## config.mk

```make
export PLATFORM = sky130hd
export DESIGN_NAME = blockchain_auditor
export DESIGN_NICKNAME = d
export VERILOG_FILES = /design/src/rtl/blockchain_auditor_pkg.sv /design/src/rtl/blockchain_auditor.sv
export SDC_FILE = /design/constraint.sdc
export NUM_CORES = 1
export LEC_CHECK = 0
export CAP_MARGIN = 30
export CORE_MARGIN = 4
export CORE_UTILIZATION = 45
export CTS_BUF_LIST = sky130_fd_sc_hd__clkbuf_8
export CTS_CLUSTER_DIAMETER = 120
export CTS_CLUSTER_SIZE = 16
export DETAILED_ROUTE_END_ITERATION = 8
export PLACE_DENSITY = 0.92
export RECOVER_POWER = 50
export SETUP_SLACK_MARGIN = 0.4
export SLEW_MARGIN = 20
export SYNTH_ARGS = -nofsm -noshare
export SYNTH_HDL_FRONTEND = slang
export SYNTH_SLANG_ARGS = --single-unit
```

## constraint.sdc

```tcl
create_clock -name clock -period 5.8 [get_ports clock]
set_clock_uncertainty 0.2 [all_clocks]
set_input_delay 0.58 -clock clock [delete_from_list [all_inputs] [get_ports clock]]
set_output_delay 0.58 -clock clock [all_outputs]
set_load 0.1 [all_outputs]
```

## src/rtl/blockchain_auditor_pkg.sv

```systemverilog
// Shared block layout and auditor state encoding for the blockchain storage slice.
package blockchain_auditor_pkg;

    localparam int unsigned BLK_W      = 64;
    localparam int unsigned BLK_DATA_W = 48;
    localparam int unsigned HASH_W     = 8;

    // One stored block: link field, own hash, balance snapshot
    typedef struct packed {
        logic [HASH_W-1:0]     prev_hash;
        logic [HASH_W-1:0]     hash;
        logic [BLK_DATA_W-1:0] balance;
    } block_t;

    typedef enum logic [2:0] {
        ST_IDLE  = 3'd0,
        ST_ISSUE = 3'd1,
        ST_WAIT  = 3'd2,
        ST_CHECK = 3'd3,
        ST_FIN   = 3'd4
    } audit_state_e;

endpackage

```

## src/rtl/blockchain_auditor.sv

```systemverilog
// blockchain_auditor: walks stored blocks 0..N-1 over the shared RAM read port,
// streams each block out and checks prev-hash linkage (plus optional difficulty).
// Ports:
//   clock, reset            clock, asynchronous active-high reset
//   start, num_blocks       audit request (sampled in IDLE) and chain length
//   ram_busy                writer owns the RAM; address issue stalls
//   rd_addr, rd_en, rd_data RAM read port (rd_en follows ram_busy within the cycle)
//   blk_valid/data/index    per-block stream
//   busy, done              audit in progress / one-cycle completion pulse
//   chain_ok, bad_index     result and first failing block
//   audited                 number of blocks checked
module blockchain_auditor
    import blockchain_auditor_pkg::*;
#(
    parameter int unsigned       ADDR_W       = 5,
    parameter int unsigned       RD_LATENCY   = 1,
    parameter logic [HASH_W-1:0] GENESIS_PREV = 8'h00,
    parameter int unsigned       DIFF_BITS    = 0
) (
    input  logic              clock,
    input  logic              reset,
    input  logic              start,
    input  logic [ADDR_W:0]   num_blocks,
    input  logic              ram_busy,
    output logic [ADDR_W-1:0] rd_addr,
    output logic              rd_en,
    input  logic [BLK_W-1:0]  rd_data,
    output logic              blk_valid,
    output logic [BLK_W-1:0]  blk_data,
    output logic [ADDR_W-1:0] blk_index,
    output logic              busy,
    output logic              done,
    output logic              chain_ok,
    output logic [ADDR_W-1:0] bad_index,
    output logic [ADDR_W:0]   audited
);

    localparam int unsigned       CNT_W     = ADDR_W + 1;
    localparam logic [CNT_W-1:0]  MAX_N     = CNT_W'(2 ** ADDR_W);
    localparam logic [HASH_W-1:0] DIFF_MASK = HASH_W'((1 << DIFF_BITS) - 1);
    localparam int unsigned       WAIT_W    = 4;
    localparam int unsigned       WAIT_INIT = (RD_LATENCY > 1) ? RD_LATENCY - 2 : 0;

    audit_state_e      state_q, state_d;
    logic [CNT_W-1:0]  n_q, n_d;
    logic [CNT_W-1:0]  idx_q, idx_d;
    logic [HASH_W-1:0] last_hash_q, last_hash_d;
    logic [WAIT_W-1:0] wait_q, wait_d;
    logic              blk_valid_q, blk_valid_d;
    logic [BLK_W-1:0]  blk_data_q, blk_data_d;
    logic [ADDR_W-1:0] blk_index_q, blk_index_d;
    logic              busy_q, busy_d;
    logic              done_q, done_d;
    logic              chain_ok_q, chain_ok_d;
    logic [ADDR_W-1:0] bad_index_q, bad_index_d;
    logic [CNT_W-1:0]  audited_q, audited_d;

    block_t            blk;
    logic [CNT_W-1:0]  n_clamped;
    logic              link_ok;
    logic              last_blk;

    assign blk       = rd_data;
    assign n_clamped = (num_blocks > MAX_N) ? MAX_N : num_blocks;
    assign link_ok   = (blk.prev_hash == last_hash_q) && ((blk.hash & DIFF_MASK) == '0);
    assign last_blk  = (idx_q == (n_q - CNT_W'(1)));

    // Address comes straight from the block counter; the strobe must drop in
    // the same cycle the writer claims the RAM, so it is gated by ram_busy.
    assign rd_addr = idx_q[ADDR_W-1:0];
    assign rd_en   = (state_q == ST_ISSUE) && !ram_busy;

    // Next-state and registered-output logic
    always_comb begin
        state_d     = state_q;
        n_d         = n_q;
        idx_d       = idx_q;
        last_hash_d = last_hash_q;
        wait_d      = wait_q;
        blk_valid_d = 1'b0;
        blk_data_d  = blk_data_q;
        blk_index_d = blk_index_q;
        busy_d      = busy_q;
        done_d      = 1'b0;
        chain_ok_d  = chain_ok_q;
        bad_index_d = bad_index_q;
        audited_d   = audited_q;

        unique case (state_q)
            ST_IDLE: begin
                if (start) begin
                    n_d         = n_clamped;
                    idx_d       = '0;
                    last_hash_d = GENESIS_PREV;
                    chain_ok_d  = 1'b0;
                    bad_index_d = '0;
                    audited_d   = '0;
                    if (n_clamped == '0) begin
                        // Empty chain is trivially valid
                        chain_ok_d = 1'b1;
                        done_d     = 1'b1;
                        state_d    = ST_FIN;
                    end else begin
                        busy_d  = 1'b1;
                        state_d = ST_ISSUE;
                    end
                end
            end

            ST_ISSUE: begin
                if (!ram_busy) begin
                    if (RD_LATENCY > 1) begin
                        wait_d  = WAIT_W'(WAIT_INIT);
                        state_d = ST_WAIT;
                    end else begin
                        state_d = ST_CHECK;
                    end
                end
            end

            // Covers the extra RAM latency beyond the first cycle
            ST_WAIT: begin
                if (wait_q == '0) begin
                    state_d = ST_CHECK;
                end else begin
                    wait_d = wait_q - WAIT_W'(1);
                end
            end

            ST_CHECK: begin
                blk_valid_d = 1'b1;
                blk_data_d  = blk;
                blk_index_d = idx_q[ADDR_W-1:0];
                audited_d   = audited_q + CNT_W'(1);
                if (!link_ok) begin
                    bad_index_d = idx_q[ADDR_W-1:0];
                    chain_ok_d  = 1'b0;
                    busy_d      = 1'b0;
                    done_d      = 1'b1;
                    state_d     = ST_FIN;
                end else begin
                    last_hash_d = blk.hash;
                    if (last_blk) begin
                        chain_ok_d = 1'b1;
                        busy_d     = 1'b0;
                        done_d     = 1'b1;
                        state_d    = ST_FIN;
                    end else begin
                        idx_d   = idx_q + CNT_W'(1);
                        state_d = ST_ISSUE;
                    end
                end
            end

            // done is visible this cycle; start is deliberately not sampled here
            ST_FIN: begin
                state_d = ST_IDLE;
            end

            default: begin
                state_d = ST_IDLE;
            end
        endcase
    end

    // State and output registers
    always_ff @(posedge clock or posedge reset) begin
        if (reset) begin
            state_q     <= ST_IDLE;
            n_q         <= '0;
            idx_q       <= '0;
            last_hash_q <= GENESIS_PREV;
            wait_q      <= '0;
            blk_valid_q <= 1'b0;
            blk_data_q  <= '0;
            blk_index_q <= '0;
            busy_q      <= 1'b0;
            done_q      <= 1'b0;
            chain_ok_q  <= 1'b0;
            bad_index_q <= '0;
            audited_q   <= '0;
        end else begin
            state_q     <= state_d;
            n_q         <= n_d;
            idx_q       <= idx_d;
            last_hash_q <= last_hash_d;
            wait_q      <= wait_d;
            blk_valid_q <= blk_valid_d;
            blk_data_q  <= blk_data_d;
            blk_index_q <= blk_index_d;
            busy_q      <= busy_d;
            done_q      <= done_d;
            chain_ok_q  <= chain_ok_d;
            bad_index_q <= bad_index_d;
            audited_q   <= audited_d;
        end
    end

    assign blk_valid = blk_valid_q;
    assign blk_data  = blk_data_q;
    assign blk_index = blk_index_q;
    assign busy      = busy_q;
    assign done      = done_q;
    assign chain_ok  = chain_ok_q;
    assign bad_index = bad_index_q;
    assign audited   = audited_q;

endmodule
```

-- Yosys cells after proc, flatten, opt, wreduce, memory -nomap -nowiden
Index checks and enable logic that the tools add are counted.
- bits in registers: 111
- logic and storage cells: 81
- add/subtract/negate cells: 4
- order comparisons: 1
- eq/ne operators: 13
- mux-type cells: 34
- bitwise logic cells: 1
- reductions and logical operators: 15
- operators by type and width (operator ; number):
    6-bit two-way mux ; 4
    6-bit one-hot mux with 2 select lines ; 2
    3-bit two-way mux ; 6
    8-bit two-way mux ; 2
    8-bit one-hot mux with 2 select lines ; 1
    2-bit != test, second input constant ; 7
    6-bit by 1-bit adder with 6-bit output, second input constant ; 2
    1-bit two-way mux ; 12
    3-bit one-hot mux with 4 select lines ; 1
    3-bit AND reduction ; 4
    5-bit two-way mux ; 2
    5-bit one-hot mux with 2 select lines ; 1
    8-bit == test ; 1
    4-bit AND reduction ; 2
    3-bit by 2-bit == test with 1-bit output, second input constant ; 2
    6-bit == test ; 1
    6-bit greater-than comparator, second input constant ; 1
    6-bit zero test ; 1
    1-bit one-hot mux with 2 select lines ; 3
    2-bit AND reduction ; 3
    6-bit by 1-bit subtractor with 6-bit output, second input constant ; 1
    4-bit zero test ; 1
    4-bit by 1-bit subtractor with 4-bit output, second input constant ; 1
    3-bit by 1-bit == test with 1-bit output, second input constant ; 1
    other kinds (6) ; 6

-- Logic depth before layout (Yosys ltp)
Gate-level depths: netlist (run 1).
- depth after elaboration: 6
- depth in mapped cells: 8
- gate-level depth less buffers: 8

-- Worst setup path after synthesis (run 1)
No wires, ideal clock.
- path kind: input to output
- start: input ram_busy
- end: output rd_en
- arrival time: 3.731 ns
- path slack: 1.289 ns
- cell stages on the path: 1
- cell sequence: nor4b_1
- word-level cells in the longest chain between the ends: 2
- ends and longest elaborated chain (item ; RTL line ; source):
    start, declared ; blockchain_auditor.sv:24 ; input logic ram_busy,
    1-bit zero test ; -- ;
    1-bit logical AND ; blockchain_auditor.sv:71 ; assign rd_en = (state_q == ST_ISSUE) && !ram_busy;
    end, declared ; blockchain_auditor.sv:26 ; output logic rd_en,
Every way passes these cells.

==> results of run 1 <==
==> cell usage after synthesis (all sizes together), types with 3 or more instances <==
| cell type | number |
|---|---|
| a22o | 13 |
| nor2 | 18 |
| buf | 11 |
| a21oi | 11 |
| xor2 | 13 |
| inv | 7 |
| ha | 4 |
| xnor2 | 6 |
| clkbuf | 18 |
| mux2i | 3 |
| dfrtp | 111 |
| nor3 | 7 |
| nand2 | 233 |
| nand4 | 6 |
| nand2b | 8 |
| o21ai | 16 |
| and2 | 3 |
| nand3 | 8 |
==> worst max-delay path, stage by stage <==
cell and delay, ns:
dlygate4sd3_1 0.55, clkinvlp_2 0.44, buf_16 0.35, clkbuf_1 1.62
==> registers in the layout (all words and copies together), names as in the netlist <==
| signal | cells |
|---|---|
| audited | 6 |
| bad_index | 5 |
| blk_data | 64 |
| blk_index | 5 |
| blk_valid | 1 |
| busy | 1 |
| chain_ok | 1 |
| done | 1 |
| idx_q | 6 |
| last_hash_q | 8 |
| n_q | 6 |
| state_q | 3 |
| wait_q | 4 |
==> kinds of logic after synthesis <==
family | after synthesis | share of synthesized area, %
adder cells (fa/ha/maj) | 4 | 1.05
multiplexers | 4 | 0.867
AND/OR/NAND/NOR | 291 | 25.3
XOR/XNOR | 19 | 3.49
flip-flops | 111 | 58.3
buffers and inverters | 36 | 3.31
AO/OA/AOI/OAI | 50 | 7.62
==> layout make-up <==
cell class / instances / area share [%]
clock buffers: 9 / 1.86
clock inverters: 7 / 1.18
inverters: 7 / 0.413
multi-input cells: 368 / 27.0
flip-flops and latches: 111 / 41.7
well taps: 136 / 2.55
repair buffers: 167 / 25.4
==> through the flow <==
stage                     hold slack, ns  utilization [%]  instances  instance area [sq um]  worst slack (ns)
after detailed placement           0.261             62.6        787                   6460              2.28
after floorplan                    0.267                -        515                   4760              1.29
after global placement             0.258             62.6        787                   6460              2.44
after global routing               0.296             64.6        805                   6670              1.42
final                              0.279             64.6        805                   6670              2.05
after CTS                          0.288             64.5        803                   6660              2.26
==> layer usage <==
metal / wire (um) / vias to the layer above / share of wire [%]
met3: 776 / 16 / 6.2
met1: 5090 / 1920 / 41
met4: 187 / 0 / 1.5
met5: 0 / - / 0
met2: 6490 / 130 / 52
li1: - / 1945 / -
==> how the worst max path moves through the flow <==
| stage | from | endpoint | slack (ns) | cells after the start |
|---|---|---|---|---|
| 2_1_floorplan | ram_busy | rd_en | 1.29 | 1 |
| 3_3_place_gp | state_q[0] | idx_q[4] | 2.44 | 6 |
| 3_5_place_dp | state_q[1] | idx_q[0] | 2.28 | 6 |
| 4_1_cts | state_q[1] | idx_q[0] | 2.26 | 6 |
| 5_1_grt | reset | idx_q[1] | 1.42 | 4 |
| 6_report | reset | idx_q[1] | 2.05 | 4 |
==> flow_summary.toml, run 1 <==
[status]
status = "finished, violations left"
violations = "capacitance limit, slew limit"

[critical_path]
r2r_end = "idx_q[0]"
cp_max_fo = 57
cp.arrival_ns = 3.57
reg2regPathDepth = 7
r2r_setup_slack_ns = 2.34
startpoint_type = "input port"
critPathRequiredTime_ns = 5.62
path_class = "input port to asynchronous set/reset pin"
rr_startpoint = "state_q[1]"
worst_setup_path_end_kind = "asynchronous set/reset pin"

[yosys]
yosys-top-cells-area = "dfrtp_1 58%, nand2_1 18%, a22o_1 2.4%"
yosysUniqueCellTypes = 39
syn_inst = 515
ys.flop_type = "dfrtp_1"
ys_ff_latch = 111
yosys.area.top_type_share_pct = 58.3
yosysTopAreaCell = "dfrtp_1"
yosys_warnings = 0
avgSynthCellArea_sq_um = 9.25
synth_area_sq_um = 4760
yosysSeqAreaShare_pct = 58.3
syn_nets = 593
ys_async_sr_fraction_pct = 100
synth-edff-count = 0

[final_layout]
drive_above_1_share_pct = 3.59
n_fill_cell = 805
final_common_cell = "nand2_1"
seqCellArea_sq_um = 2780
multiInputGateArea_sq_um = 1800
final_cell_mix = "233 x nand2_1, 158 x clkdlybuf4s50_1, 111 x dfrtp_1"
n_antenna_cell = 0
nets = 742
syn_to_final_growth_pct = 40.0

[clocking]
cts_sinks = 111
cts_buffers = 9
clockRootBuffer = "clkbuf_8"
cts_tree = "done"
postCtsSetupRepairBufs = 0
clk_pin_slew_ns = 0.10
holdBufCountCts = 0
htree_levels = 3
post_cts_resized = 0
cts_buffer_depth = 2
clk_latency_ns = 0.36

[die]
fp.coreArea_sq_um = 10300
io_pins = 164
start_util_pct = 46.1
die_y_um = 111
die_w_um = 111
core.rowCount = 37
die_area_sq_um = 12300

[drt]
drt_iter0_markers = 236
wl_um = 12500
wl_per_cell_um = 15.6
firstDrtPassIters = 4
via_per_inst = 4.98
antenna_left = 0
vias = 4011
drc = 0

[sta]
worst_pin_slew_ns = 2.22
setup_viol = 0
rsz0062_at_grt = "no"
slew_viol_final = 43
fin_crit_ns = 3.75
max_slew_margin_pct = -48.1
period_share_pct = 64.6
max_freq_mhz = 267
hold_violations = 0
finalSetupTns_ns = 0

[place]
dp_hpwl_um = 9150
io_buffers = 163
place_congestion = 0.774

[global_routing]
grt_use_total_pct = 20.5
grt_max_degree = 82
top_usage_layer = "met2"
use_met1_pct = 25.1
grt_overflow = 0
grtUsageMet2_pct = 36.3
antenna_found_initial = 0
use_met3_pct = 4.53
grt_pass1_vias = 4264
grt_pass1_wl_um = 20900

[min_path]
hold_depth = 2
hold_start = "blk_data[6]"
worstHoldPathType = "register to register"
min_to = "blk_data[6]"

[job]
max-cap-violations = 1
Power of run 1 is left out: the tool's default activity adds up to more than one toggle a clock period on the data nets, which glitch-free logic cannot reach.
==> run 2: changes to the inputs <==
--- a/config.mk
+++ b/config.mk
@@ -7,12 +7,12 @@
 export LEC_CHECK = 0
 export CAP_MARGIN = 30
 export CORE_MARGIN = 4
-export CORE_UTILIZATION = 45
+export CORE_UTILIZATION = 42
 export CTS_BUF_LIST = sky130_fd_sc_hd__clkbuf_8
 export CTS_CLUSTER_DIAMETER = 120
 export CTS_CLUSTER_SIZE = 16
 export DETAILED_ROUTE_END_ITERATION = 8
-export PLACE_DENSITY = 0.92
+export PLACE_DENSITY = 0.9
 export RECOVER_POWER = 50
 export SETUP_SLACK_MARGIN = 0.4
 export SLEW_MARGIN = 20
==> constraint.sdc (replaced) <==
create_clock -name clock -period 3.1 [get_ports clock]
set_clock_uncertainty 0.2 [all_clocks]
set_input_delay 0.31 -clock clock [delete_from_list [all_inputs] [get_ports clock]]
set_output_delay 0.31 -clock clock [all_outputs]
set_load 0.1 [all_outputs]
==> run 2 against run 1 <==
Net effect: the run now ends clean; setup slack lost 1.4 ns; final area shrank 7.5%; critical path depth up 1; routed wire length fell by 3.5%; final cell count grew 0.75%; core utilization down 8.4 points; critical path type is now register to register; largest cell class unchanged.
==> flow_summary.toml, run 2 (synthesis gave the netlist of run 1 again) <==
[global_routing]
grt_pass1_vias = 4091
antenna_found_initial = 0
grt_use_total_pct = 18.7
grt_pass1_wl_um = 19700
grt_max_degree = 109
grt_overflow = 0

[final_layout]
nets = 744
syn_to_final_growth_pct = 29.5
n_fill_cell = 1018
final_cell_mix = "233 x nand2_1, 111 x dfrtp_1, 85 x clkbuf_1"
final_common_cell = "nand2_1"
largest_reg_flops = 64
final_util_pct = 56.2
n_antenna_cell = 0
drive_above_1_share_pct = 5.07
stdcell_count = 811

[critical_path]
path_delay_family = "simple AND/OR/NAND/NOR gates"
slowest_delay_ns = 0.59
cp_slowest_cell = "inv_2"
worst_setup_path_end_kind = "register"
startpoint_type = "register"
path_class = "register to register"
r2r_setup_slack_ns = 0.61
cp_max_fo = 35
worstPathCellList = "nand3b_4 > inv_2 > nand2_1 > and2_1 > a22o_1"
path_buf_inv = 1
cp.arrival_ns = 2.54
critPathRequiredTime_ns = 3.15

[sta]
setup_viol = 0
rsz0062_at_grt = "yes"
max_slew_margin_pct = 19.3
finalSetupTns_ns = 0
period_share_pct = 80.4
fin_crit_ns = 2.49
layout_setup_ws_ns = 0.608
max_freq_mhz = 401
hold_violations = 0
slew_viol_final = 0
worst_pin_slew_ns = 1.22

[die]
io_pins = 164
fp.coreArea_sq_um = 11000
die_w_um = 114
start_util_pct = 43.4
die_area_sq_um = 13100
die_y_um = 114
core.rowCount = 38

[clocking]
cts_sinks = 111
post_cts_resized = 0
cts_buffer_depth = 2
cts_tree = "done"
clockRootBuffer = "clkbuf_8"
clk_latency_ns = 0.35
clk_pin_slew_ns = 0.10
htree_levels = 3
cts_buffers = 9

[place]
place_congestion = 0.790
pre_cts_slack_ns = 0.285
dp_cells = 794
io_buffers = 163
dp_hpwl_um = 8940

[min_path]
worstHoldPathType = "input port to register"

[status]
status = "finished, final reports clean"

[drt]
firstDrtPassIters = 5
vias = 4080
antenna_left = 0
wl_per_cell_um = 14.9
drc = 0
drt_iter0_markers = 221
via_per_inst = 5.03
wl_um = 12100

[job]
max-cap-violations = 0
run 2: path summary, 6_finish.rpt:
| kind | startpoint | endpoint | cells after the start |
|---|---|---|---|
| worst max register to register | state_q[1] | last_hash_q[6] | 5 |
| max in group asynchronous | reset | blk_data[51] | 4 |
| worst min register to register | blk_data[44] | blk_data[44] | 2 |
| min in group asynchronous | reset | blk_data[34] | 3 |
| worst min-delay path | rd_data[34] | blk_data[34] | 3 |
| worst max-delay path | state_q[1] | last_hash_q[6] | 5 |
run 2: layout make-up:
type	instances	area, sq um	area share, %
sequential	111	2780	45.0
multi-input combinational	368	1840	29.9
timing repair buffer	169	1150	18.6
tap	140	175	2.84
clock buffer	10	138	2.23
clock inverter	6	61.3	0.994
inverter	7	27.5	0.446
run 2: per-layer routing:
metal  vias up  track usage, %  part of all wire [%]
met1      1960            23.0                    40
met4         0            6.89                   2.0
li1       1948               -                     -
met5         -               0                     0
met3        25            4.70                   7.0
met2       147            31.9                    51
run 2: worst register-to-register path: stages (launching register included):
cell	delay (ns)
dfrtp_1	0.58
nand3b_4	0.34
inv_2	0.60
nand2_1	0.17
and2_1	0.30
a22o_1	0.21
run 2: what timing repair did:
action	CTS	global route
hold endpoints to repair	3	0
endpoints found under the setup margin	0	8
hold buffers	1	0
buffers inserted	0	0
run 2: metrics by stage:
stage / cell area (sq um) / hold WS, ns
6_report: 6170 / 0.267
5_1_grt: 6170 / 0.253
4_1_cts: 6490 / 0.249
3_5_place_dp: 6280 / 0.265
3_3_place_gp: 6280 / 0.259
2_1_floorplan: 4770 / 0.192
Power of run 2 is left out for the same reason.
==> run 3: changes to the inputs <==
==> constraint.sdc (replaced) <==
create_clock -name clock -period 2.2 [get_ports clock]
set_clock_uncertainty 0.2 [all_clocks]
set_input_delay 0.22 -clock clock [delete_from_list [all_inputs] [get_ports clock]]
set_output_delay 0.22 -clock clock [all_outputs]
set_load 0.1 [all_outputs]
==> run 3 against run 2 <==
Net effect: via count grew 1.8%; setup slack worse by 0.58 ns; count of clock-buffer cells in the layout fell by 1; critical path depth is 1 higher; maximum frequency is 15% higher; sequential share of layout area decreased by 3.1 points; global-route usage is 0.33 points higher; final cell count rose by 2.3%; first-iteration DRC count shrank 0.90%; die area did not move; routed wire length grew 2.1%; core utilization up 4.3 points.
==> flow_summary.toml, run 3 (synthesis gave the netlist of run 1 again) <==
[global_routing]
grt_use_total_pct = 19.1
grt_overflow = 0
grt_pass1_vias = 4285
antenna_found_initial = 0
grt_pass1_wl_um = 20200
grt_max_degree = 112

[sta]
period_share_pct = 98.7
setup_viol = 0
hold_slack_ns = 0.175
max_slew_margin_pct = 9.33
fin_crit_ns = 2.17
worst_pin_slew_ns = 1.36
slew_viol_final = 0
max_freq_mhz = 460
hold_violations = 0
rsz0062_at_grt = "yes"
layout_setup_ws_ns = 0.0276

[drt]
vias = 4152
firstDrtPassIters = 4
antenna_left = 0
via_per_inst = 5.00
wl_per_cell_um = 14.9
wl_um = 12400
drc = 0
drt_iter0_markers = 219

[critical_path]
worstPathCellList = "or4_4 > nor3_2 > and4bb_4 > a2111oi_4 > xnor2_1 > a21oi_1"
path_delay_family = "simple AND/OR/NAND/NOR gates"
cp.arrival_ns = 2.22
path_buf_inv = 0
reg2regPathDepth = 6
critPathRequiredTime_ns = 2.25
worst_setup_path_end_kind = "register"
slowest_delay_ns = 0.55
cp_max_fo = 4
startpoint_type = "register"
path_class = "register to register"
cp_slowest_cell = "or4_4"
cp.depth = 6

[final_layout]
nets = 763
largest_reg_flops = 64
final_util_pct = 60.4
syn_to_final_growth_pct = 39.4
n_antenna_cell = 0
final_common_cell = "nand2_1"
n_fill_cell = 901
final_cell_mix = "230 x nand2_1, 108 x dfrtp_1, 72 x clkdlybuf4s50_1"
stdcell_count = 830
multiInputGateArea_sq_um = 1960
drive_above_1_share_pct = 23.6
seqCellArea_sq_um = 2780

[min_path]
worstHoldPathType = "input port to register"
hold_depth = 3

[status]
status = "finished, final reports clean"

[place]
place_congestion = 0.868
pre_cts_slack_ns = -0.117
io_buffers = 163
dp_hpwl_um = 9200
dp_cells = 813

[die]
fp.coreArea_sq_um = 11000
start_util_pct = 43.4
die_area_sq_um = 13100
die_w_um = 114
die_y_um = 114
io_pins = 164
core.rowCount = 38

[clocking]
cts_tree = "done"
clk_pin_slew_ns = 0.11
clk_latency_ns = 0.36
cts_buffer_depth = 2
cts_buffers = 9
htree_levels = 3
clockRootBuffer = "clkbuf_8"
cts_sinks = 111

[job]
max-cap-violations = 0
-- run 3: path summary, 6_finish.rpt --
| check | from | slack, ns | endpoint |
|---|---|---|---|
| worst min-delay path | rd_data[39] | 0.18 | blk_data[39] |
| max in group asynchronous | reset | 0.26 | audited[2] |
| worst min register to register | blk_data[29] | 0.28 | blk_data[29] |
| worst max register to register | n_q[1] | 0.03 | idx_q[3] |
| worst max-delay path | n_q[1] | 0.03 | idx_q[3] |
| min in group asynchronous | reset | 0.61 | blk_data[41] |
-- run 3: area by class of cell --
cell class | instances | area share [%]
Sequential cell | 111 | 41.9
Multi-Input combinational cell | 368 | 29.5
Timing Repair Buffer | 188 | 22.8
Tap cell | 140 | 2.64
Clock buffer | 9 | 1.87
Clock inverter | 7 | 0.754
Inverter | 7 | 0.452
-- run 3: timing repair --
action                     4_1_cts  5_1_grt
resized for setup               10       10
hold buffers                     0        0
pin swaps                        2        7
buffers inserted                 1        0
setup endpoints to repair       52      108
-- run 3: layer usage --
layer	global-route usage (%)	vias to the layer above	wire, um	share of wire [%]
li1	-	1990	-	-
met1	23.3	1987	4910	40
met2	31.7	147	6310	51
met3	4.70	28	775	6.3
met4	8.95	0	362	2.9
met5	0	-	0	0
-- run 3: worst min-delay path, cell delays in order --
cell	delay, ns
clkdlybuf4s50_1	0.39
nand2_1	0.06
nand2_1	0.04
-- run 3: stage by stage --
stage,setup TNS [ns],cell area [sq um]
detailed placement,-0.772,6480
CTS,0,6700
global placement,-0.659,6480
finish,0,6640
floorplan,-0.509,4830
global route,-0.287,6640
Power of run 3 is left out for the same reason.
